`src/rtl/alu_exec_pkg.sv`:
```
// Shared definitions for the ALU execute-stage sequencer.
//   - ALU mode encodings (instr[7:4])
//   - sequencer state type
//   - status flag bit positions {Z,C,S,O}
//   - predicates classifying modes for the flag update rule
package alu_exec_pkg;

  typedef enum logic [1:0] {
    ST_IDLE = 2'd0,
    ST_EXEC = 2'd1,
    ST_WB   = 2'd2
  } state_t;

  localparam logic [3:0] MODE_ADD   = 4'b0000;
  localparam logic [3:0] MODE_SUBAM = 4'b0001;
  localparam logic [3:0] MODE_MOVAM = 4'b0010;
  localparam logic [3:0] MODE_MOVMA = 4'b0011;
  localparam logic [3:0] MODE_AND   = 4'b0100;
  localparam logic [3:0] MODE_OR    = 4'b0101;
  localparam logic [3:0] MODE_XOR   = 4'b0110;
  localparam logic [3:0] MODE_SUBMA = 4'b0111;
  localparam logic [3:0] MODE_INCA  = 4'b1000;
  localparam logic [3:0] MODE_DECA  = 4'b1001;
  localparam logic [3:0] MODE_CMPL  = 4'b1111;

  localparam int FLAG_Z = 3;
  localparam int FLAG_C = 2;
  localparam int FLAG_S = 1;
  localparam int FLAG_O = 0;

  // Modes whose ALU carry output is meaningful.
  function automatic logic is_carry_mode(input logic [3:0] mode);
    return (mode == MODE_ADD)  || (mode == MODE_SUBAM) || (mode == MODE_SUBMA) ||
           (mode == MODE_INCA) || (mode == MODE_DECA)  || (mode == MODE_CMPL);
  endfunction

  // Pure data moves never touch the status register.
  function automatic logic is_mov_mode(input logic [3:0] mode);
    return (mode == MODE_MOVAM) || (mode == MODE_MOVMA);
  endfunction

endpackage

```
`src/rtl/alu_flag_merge.sv`:
```
// Next status register value for a retiring instruction.
// Ports:
//   mode       in  4  ALU mode of the instruction
//   alu_flags  in  4  flags produced by the ALU {Z,C,S,O}
//   flags      in  4  current status register
//   next_flags out 4  value to commit
module alu_flag_merge
  import alu_exec_pkg::*;
(
  input  logic [3:0] mode,
  input  logic [3:0] alu_flags,
  input  logic [3:0] flags,
  output logic [3:0] next_flags
);

  always_comb begin
    next_flags = alu_flags;
    if (is_mov_mode(mode)) begin
      next_flags = flags;
    end else if (!is_carry_mode(mode)) begin
      // ALU carry is undefined for these modes; keep the architectural C.
      next_flags[FLAG_C] = flags[FLAG_C];
    end
  end

endmodule

```
`src/rtl/alu_exec_ctrl.sv`:
```
// Execute-stage sequencer: IDLE -> EXEC -> WB -> IDLE.
// Accepts an instruction byte with its memory operand, presents operands to
// the external combinational ALU for one cycle, then commits the result to
// the accumulator (or to memory for MOVAM) and updates {Z,C,S,O}.
// Ports:
//   clk, rst_n               clock, async active-low reset
//   instr_valid/instr_ready  instruction handshake (ready only in IDLE)
//   instr, mem_operand       instruction byte (mode = [7:4]) and operand M
//   alu_op1/op2/en/mode/cflags  drive to ALU; alu_out/alu_flags back
//   acc, flags               architectural accumulator and status register
//   mem_we/mem_wdata/wb_ready   memory write for MOVAM, held until accepted
//   done                     one-cycle retire pulse
//   instr_count              retired count (only with ALU_PERF_CNT_EN, else 0)
// Build option: ALU_PERF_CNT_EN enables the saturating retire counter.
module alu_exec_ctrl
  import alu_exec_pkg::*;
#(
  parameter int                DATA_W    = 8,
  parameter logic [DATA_W-1:0] ACC_RST   = 8'h00,
  parameter logic [3:0]        FLAGS_RST = 4'h0
) (
  input  logic              clk,
  input  logic              rst_n,
  input  logic              instr_valid,
  output logic              instr_ready,
  input  logic [7:0]        instr,
  input  logic [DATA_W-1:0] mem_operand,
  output logic [DATA_W-1:0] alu_op1,
  output logic [DATA_W-1:0] alu_op2,
  output logic              alu_en,
  output logic [3:0]        alu_mode,
  output logic [3:0]        alu_cflags,
  input  logic [DATA_W-1:0] alu_out,
  input  logic [3:0]        alu_flags,
  output logic [DATA_W-1:0] acc,
  output logic [3:0]        flags,
  output logic              mem_we,
  output logic [DATA_W-1:0] mem_wdata,
  input  logic              wb_ready,
  output logic              done,
  output logic [15:0]       instr_count
);

  state_t            state;
  logic [3:0]        mode_q;
  logic [DATA_W-1:0] m_q;
  logic [DATA_W-1:0] acc_q;
  logic [3:0]        flags_q;
  logic [DATA_W-1:0] result_q;
  logic              mem_we_q;
  logic [3:0]        next_flags;
  logic              wb_done;

  // Low nibble of the instruction carries no meaning for this stage.
  logic unused_instr;
  assign unused_instr = ^instr[3:0];

  alu_flag_merge u_flag_merge (
    .mode       (mode_q),
    .alu_flags  (alu_flags),
    .flags      (flags_q),
    .next_flags (next_flags)
  );

  // Non-MOVAM writeback lasts one cycle; MOVAM waits for the memory.
  assign wb_done = (state == ST_WB) && (!mem_we_q || wb_ready);

  always_ff @(posedge clk or negedge rst_n) begin
    if (!rst_n) begin
      state    <= ST_IDLE;
      mode_q   <= '0;
      m_q      <= '0;
      acc_q    <= ACC_RST;
      flags_q  <= FLAGS_RST;
      result_q <= '0;
      mem_we_q <= 1'b0;
    end else begin
      case (state)
        ST_IDLE: begin
          if (instr_valid) begin
            mode_q <= instr[7:4];
            m_q    <= mem_operand;
            state  <= ST_EXEC;
          end
        end
        ST_EXEC: begin
          // ALU is combinational: its outputs are valid within this cycle,
          // so the commit happens on the edge that enters WB.
          result_q <= alu_out;
          if (mode_q == MODE_MOVAM) begin
            mem_we_q <= 1'b1;
          end else begin
            acc_q   <= alu_out;
            flags_q <= next_flags;
          end
          state <= ST_WB;
        end
        ST_WB: begin
          if (wb_done) begin
            mem_we_q <= 1'b0;
            state    <= ST_IDLE;
          end
        end
        default: state <= ST_IDLE;
      endcase
    end
  end

`ifdef ALU_PERF_CNT_EN
  logic [15:0] cnt_q;
  always_ff @(posedge clk or negedge rst_n) begin
    if (!rst_n)                          cnt_q <= '0;
    else if (wb_done && cnt_q != 16'hFFFF) cnt_q <= cnt_q + 16'd1;
  end
  assign instr_count = cnt_q;
`else
  assign instr_count = 16'h0000;
`endif

  assign instr_ready = (state == ST_IDLE);
  assign alu_en      = (state == ST_EXEC);
  assign alu_op1     = acc_q;
  assign alu_op2     = m_q;
  assign alu_mode    = mode_q;
  assign alu_cflags  = flags_q;
  assign acc         = acc_q;
  assign flags       = flags_q;
  assign mem_we      = mem_we_q;
  assign mem_wdata   = result_q;
  assign done        = wb_done;

endmodule

```
`config.mk`:
```
export PLATFORM = sky130hd
export DESIGN_NAME = alu_exec_ctrl
export DESIGN_NICKNAME = d
export VERILOG_FILES = /design/src/rtl/alu_exec_pkg.sv /design/src/rtl/alu_flag_merge.sv /design/src/rtl/alu_exec_ctrl.sv
export SDC_FILE = /design/constraint.sdc
export NUM_CORES = 1
export LEC_CHECK = 0
export BUFFER_PORTS_ARGS = -buffer_cell sky130_fd_sc_hd__buf_2
export CAP_MARGIN = 40
export CORE_UTILIZATION = 40
export CTS_CLUSTER_DIAMETER = 200
export DETAILED_ROUTE_END_ITERATION = 8
export PLACE_DENSITY = 0.81
export SYNTH_ARGS = -nofsm -noshare
export SYNTH_HDL_FRONTEND = slang
export SYNTH_SLANG_ARGS = --single-unit
```
`constraint.sdc`:
```
create_clock -name clk -period 1.5 [get_ports clk]
set_input_delay 0.075 -clock clk [delete_from_list [all_inputs] [get_ports clk]]
set_output_delay 0.075 -clock clk [all_outputs]
set_load 0.1 [all_outputs]
```
# After elaboration in Yosys (flattened, before gate mapping)
# Index checks and enable logic that the tools add are counted.
totals:
  register_bits: 35
  out_inout_bits: 64
  word_cells: 46
  in_bits: 32
op_classes:
  bitwise_logic: 2
  muxes: 6
  n_reduce_logical: 18
  eq_ne: 12
op_table:
  columns: ["operator", "count"]
  rows:
  - ["$eq A4 B4 Y1 const B", 3]
  - ["$eq A4 B2 Y1 const B", 2]
  - ["$logic_or A1 B1 Y1", 7]
  - ["$pmux W2 S3", 1]
  - ["$reduce_and A2 Y1", 3]
  - ["$reduce_and A3 Y1", 2]
  - ["$eq A4 B1 Y1 const B", 1]
  - ["$eq A4 B3 Y1 const B", 1]
  - ["$logic_not A4 Y1", 1]
  - ["$mux W2", 2]
  - ["$ne A2 B2 Y1 const B", 2]
  - ["$reduce_and A4 Y1", 1]
  - ["$eq A2 B1 Y1 const B", 1]
  - ["$eq A2 B2 Y1 const B", 1]
  - ["$logic_not A2 Y1", 1]
  - ["$mux W1", 2]
  - ["$ne A2 B1 Y1 const B", 1]
  - ["$not A1 Y1", 2]
  - ["$pmux W1 S2", 1]
  - ["$reduce_bool A2 Y1", 1]
  - ["$logic_and A1 B1 Y1", 1]
  - ["$logic_not A1 Y1", 1]

# Logic depth before layout (Yosys ltp)
depth:
  depth_word: 7
  ltp_mapped: 5
  mapped_depth_nobuf: 4

# Cells and area by module
# A second synthesis with hierarchy kept.
hier_totals:
  cells_unflattened: 137
  hier_area_um2: 1714.1
by_module_without_submodules:
  columns: ["mod", "cells_per_inst", "seq_area_each_um2", "n_inst", "area_per_inst_um2"]
  rows:
  - ["alu_exec_ctrl", 130, 875.8, 1, 1640.3]
  - ["alu_flag_merge", 7, 0.0, 1, 73.8]

# Least setup slack after synthesis
# No wires, ideal clock.
synth_timing:
  kind: "reg2reg"
  start: "reg state[1]"
  end: "reg mode_q[2], in the netlist alu_mode[2]"
  synth_period_minus_slack_ns: 2.621
  setup_ns: 0.129
  path_stages_with_launch: 6
  path_buffers: 2
  slack_ns: -1.121
  t_required_ns: 1.371
  arrival_ns: 2.493
  cell_sequence: "dfrtp_1 nor2_1 and2_1 buf_2 buf_6 mux2_1"
synth_via:
  elab_chain_len: 2
synth_lines:
  columns: ["element", "line_no", "rtl"]
  rows:
  - ["from (decl)", "alu_exec_ctrl.sv:44", "state_t state;"]
  - ["from (signal assigned)", "alu_exec_ctrl.sv:70", "state <= ST_IDLE;"]
  - ["from (signal assigned)", "alu_exec_ctrl.sv:83", "state <= ST_EXEC;"]
  - ["from (signal assigned)", "alu_exec_ctrl.sv:96", "state <= ST_WB;"]
  - ["$logic_not A2 Y1", null, null]
  - ["via instr_ready", "alu_exec_ctrl.sv:25", "output logic instr_ready,"]
  - ["$reduce_and A2 Y1 (no line)", null, null]
  - ["to (signal assigned)", "alu_exec_ctrl.sv:81", "mode_q <= instr[7:4];"]
  - ["to (decl)", "alu_exec_ctrl.sv:45", "logic [3:0] mode_q;"]
# The timed path passes the listed nets, and every way through them passes these cells.
# A chain may end at the register's enable or synchronous reset.

# Worst setup path in the final report
layout_timing:
  start: "reg state[0]"
  end: "out alu_en"
layout_via:
  elab_chain_len: 1
layout_lines:
  columns: ["element", "line_no", "rtl"]
  rows:
  - ["$eq A2 B1 Y1", "alu_exec_ctrl.sv:121", "assign alu_en = (state == ST_EXEC);"]
  - ["to (decl)", "alu_exec_ctrl.sv:30", "output logic alu_en,"]
# No other way between the ends.

==> run summary <==
The flow ran to the end, and the final reports show no timing, DRC or antenna violations. The combined global-route utilization of all metal layers was 0.1625. The number of max-cap violations is 0. The largest single stage delay on the critical path is 0.44 ns.

The die extent in x is 65.35 µm, and the number of setup violations in the final report is 0. The initial antenna violation count is 0. The tools report the root cell of the clock tree as clkbuf_8.

The clock arrives with 0.003654 ns of skew. The ratio of cells with drive above 1 in the final layout works out to 0.5509. After detailed routing, the average wire length per cell comes to 11.64 µm.

In this run the deepest clock path goes through 2 buffers. Overall die height: 65.35 µm. Ranked by total cell area, the synthesized netlist is headed by dfrtp_1 (55%), buf_4 (13%), mux2_2 (9.8%). The biggest area contributor in the post-synthesis netlist is dfrtp_1. For the worst-skew pair, the clock arrives at the later sink with an insertion delay of 0.28 ns.

The type of destination of the critical path was an output port. For this block, the routed nets add up to 3.072 mm of wire. The buffering stage count on the worst path with inverters included was 4. The count of buffers added on input and output ports is 75.

The number of failing hold endpoints at the final stage is 0. After detailed routing, the number of vias per cell comes to 4.458. Entering global routing, the biggest net connects 36 pins. The combined flip-flop and latch cell area came out at 893.4 µm². The initial cell density of the core was 0.4288. The signal on the critical path passes through nand2b_4 > buf_6 > inv_4 > buf_4 > buf_12. The logs give 247 for the number of nets in the layout and 1.42 ns for the worst endpoint required time. CTS built an H-tree with a depth of 2.

The ratio of final minimum period to clock period works out to 0.9447. The die outline area is 4271 µm², and the site row count is 22. The fraction of synthesis flops using an asynchronous set or reset pin was 1.000; the DRC marker count from the first detailed-route iteration was 30. Number of filler instances in the final layout: 329. During synthesis, Yosys emitted a total of 0 warnings. Setup repair after global routing left no endpoint under its margin.

The kind of cell with the highest combined delay along the critical path is buffers and inverters. The synthesized cell area was 1605 µm². I/O pin count: 96. TritonCTS built the clock tree.

The first global-routing pass estimated 5.175 mm of wire. For the first-pass iteration count of the detailed router, the log shows 5. The library cell used most frequently in the layout, excluding fill and tap cells, is buf_2.

Counting distinct cell types in the post-synthesis netlist gives 22. Synthesis handed over a netlist of 139 instances. In this run the worst path has a maximum fanout of 10. The arrival time at the worst endpoint is 1.34 ns, and the top achievable clock speed is 705.7 MHz.

The global route total overflow is 0. The relative max-transition margin came out at 0.4919. The run gives 0.5456 as the part of the Yosys area used for sequential elements.

Across all layers, the routed design uses 1,177 vias. The logs give 5 for the total CTS buffers and 35 for the clock net sink count. The detail route stage leaves a number of antenna-violating nets equal to 0. A synthesized cell averages 11.55 µm². The type of the worst setup path was register to output port.

The critical path's slowest cell was dfrtp_2. Counting flops and latches in the post-synthesis netlist gives 35. The startpoint class of the critical path was a register. The dominant register cell in the synthesized netlist is dfrtp_1. The signed area change from the synthesized netlist to the final layout was 35.31%; the total inserted antenna cells was 0. The wire-length estimate of the detail-placed layout is 2.226 mm. Subtracting the final worst setup slack from the clock period gives 1.417 ns. Excluding fillers, the count of instances in the completed layout stands at 264.

In the layout the commonest cells are buf_2 (73), dfrtp_1 (29), nand2_1 (28). Once placement completed, the tool counted placed cells totaling 249. Yosys mapped a number of flops with a built-in enable equal to 0. The top-area cell type share of the netlist area was 0.5456; the routability-driven placement congestion ratio was 0.7597. After detailed routing, the number of remaining DRC violations is 0.

The clock-pin slew on the worst setup and hold paths works out to 0.06 ns. The total area inside the core boundary comes to 3744 µm². Final number of max-transition violations: 0.

In the final layout, the multi-input gates occupy 619.3 µm². The number of global-route vias before repair came out at 1,153. The transition at the pin with the smallest max-transition slack came out at 0.7621 ns. Class of the tightest hold or removal check: input port to register.
[registers in the layout, indices dropped and copies added, names as in the netlist]
signal      count
acc             8
alu_op2         8
mem_wdata       8
alu_cflags      4
alu_mode        4
state           2
mem_we          1
[cells in the mapped netlist, types with 2 or more instances]
library cell / n
dfrtp_1: 35
buf_4: 28
nand2_1: 28
mux2_2: 14
mux2_1: 9
nor2_1: 3
a21oi_1: 2
and2_1: 2
clkbuf_1: 2
inv_1: 2
nand2b_1: 2
o21ai_0: 2
[worst reg2reg max path, stage by stage, from the launching register on]
cell     delay (ns)
dfrtp_4        0.51
nor4b_4        0.36
nor2_4         0.12
mux2_2         0.29
[per-layer routing]
layer	track usage	share of wire	wire, µm	up-vias
li1	-	-	-	559
met2	0.2616	0.45	1394	66
met5	0	0	0	-
met4	0.09783	0.025	77	0
met1	0.1927	0.44	1348	543
met3	0.04340	0.082	251	9
[stage by stage]
stage	hold WS, ns	setup TNS [ns]	utilization	worst slack, ns	area [µm²]
6_report	0.008134	0	0.5802	0.08302	2172
5_1_grt	0.01146	0	0.5802	0.01184	2172
4_1_cts	0.0007783	0	0.5785	0.003062	2166
3_5_place_dp	0.2012	0	0.5361	0.08067	2007
3_3_place_gp	0.1882	0	0.5361	0.1066	2007
2_1_floorplan	-0.2206	-3.585	-	-0.3537	1757
[logic make-up (layout without fill, tap and decap cells)]
family / Yosys count / count (layout) / synth area share
flops: 35 / 35 / 0.5456
buf+inv: 34 / 96 / 0.1504
simple gates: 40 / 40 / 0.1185
other cells: 1 / 16 / 0.002336
compound gates: 6 / 6 / 0.02183
mux: 23 / 23 / 0.1613
[cell type report]
type | count | area share
Clock buffer | 8 | 0.03687
Timing Repair Buffer | 86 | 0.2344
Inverter | 2 | 0.004608
Tap cell | 48 | 0.02765
Multi-Input combinational cell | 85 | 0.2851
Sequential cell | 35 | 0.4113
[repair_timing]
item | CTS | global route
setup endpoints to repair | 1 | 1
setup buffers | 0 | 0
hold buffers | 7 | 0
resized for setup | 3 | 2
hold endpoints to repair | 41 | 0
[worst paths after layout]
path / from / to / slack (ns) / depth (start not counted)
max in group asynchronous: rst_n / alu_mode[0] / 0.53 / 2
min reg2reg: mem_wdata[6] / mem_wdata[6] / 0.48 / 2
max: state[0] / alu_en / 0.08 / 5
min: alu_out[2] / mem_wdata[2] / 0.008 / 3
max reg2reg: alu_mode[0] / acc[3] / 0.11 / 3
min in group asynchronous: rst_n / alu_op2[5] / 0.40 / 2
Power is left out: the tool's default activity adds up to more than one toggle a clock period on the data nets, which glitch-free logic cannot reach.
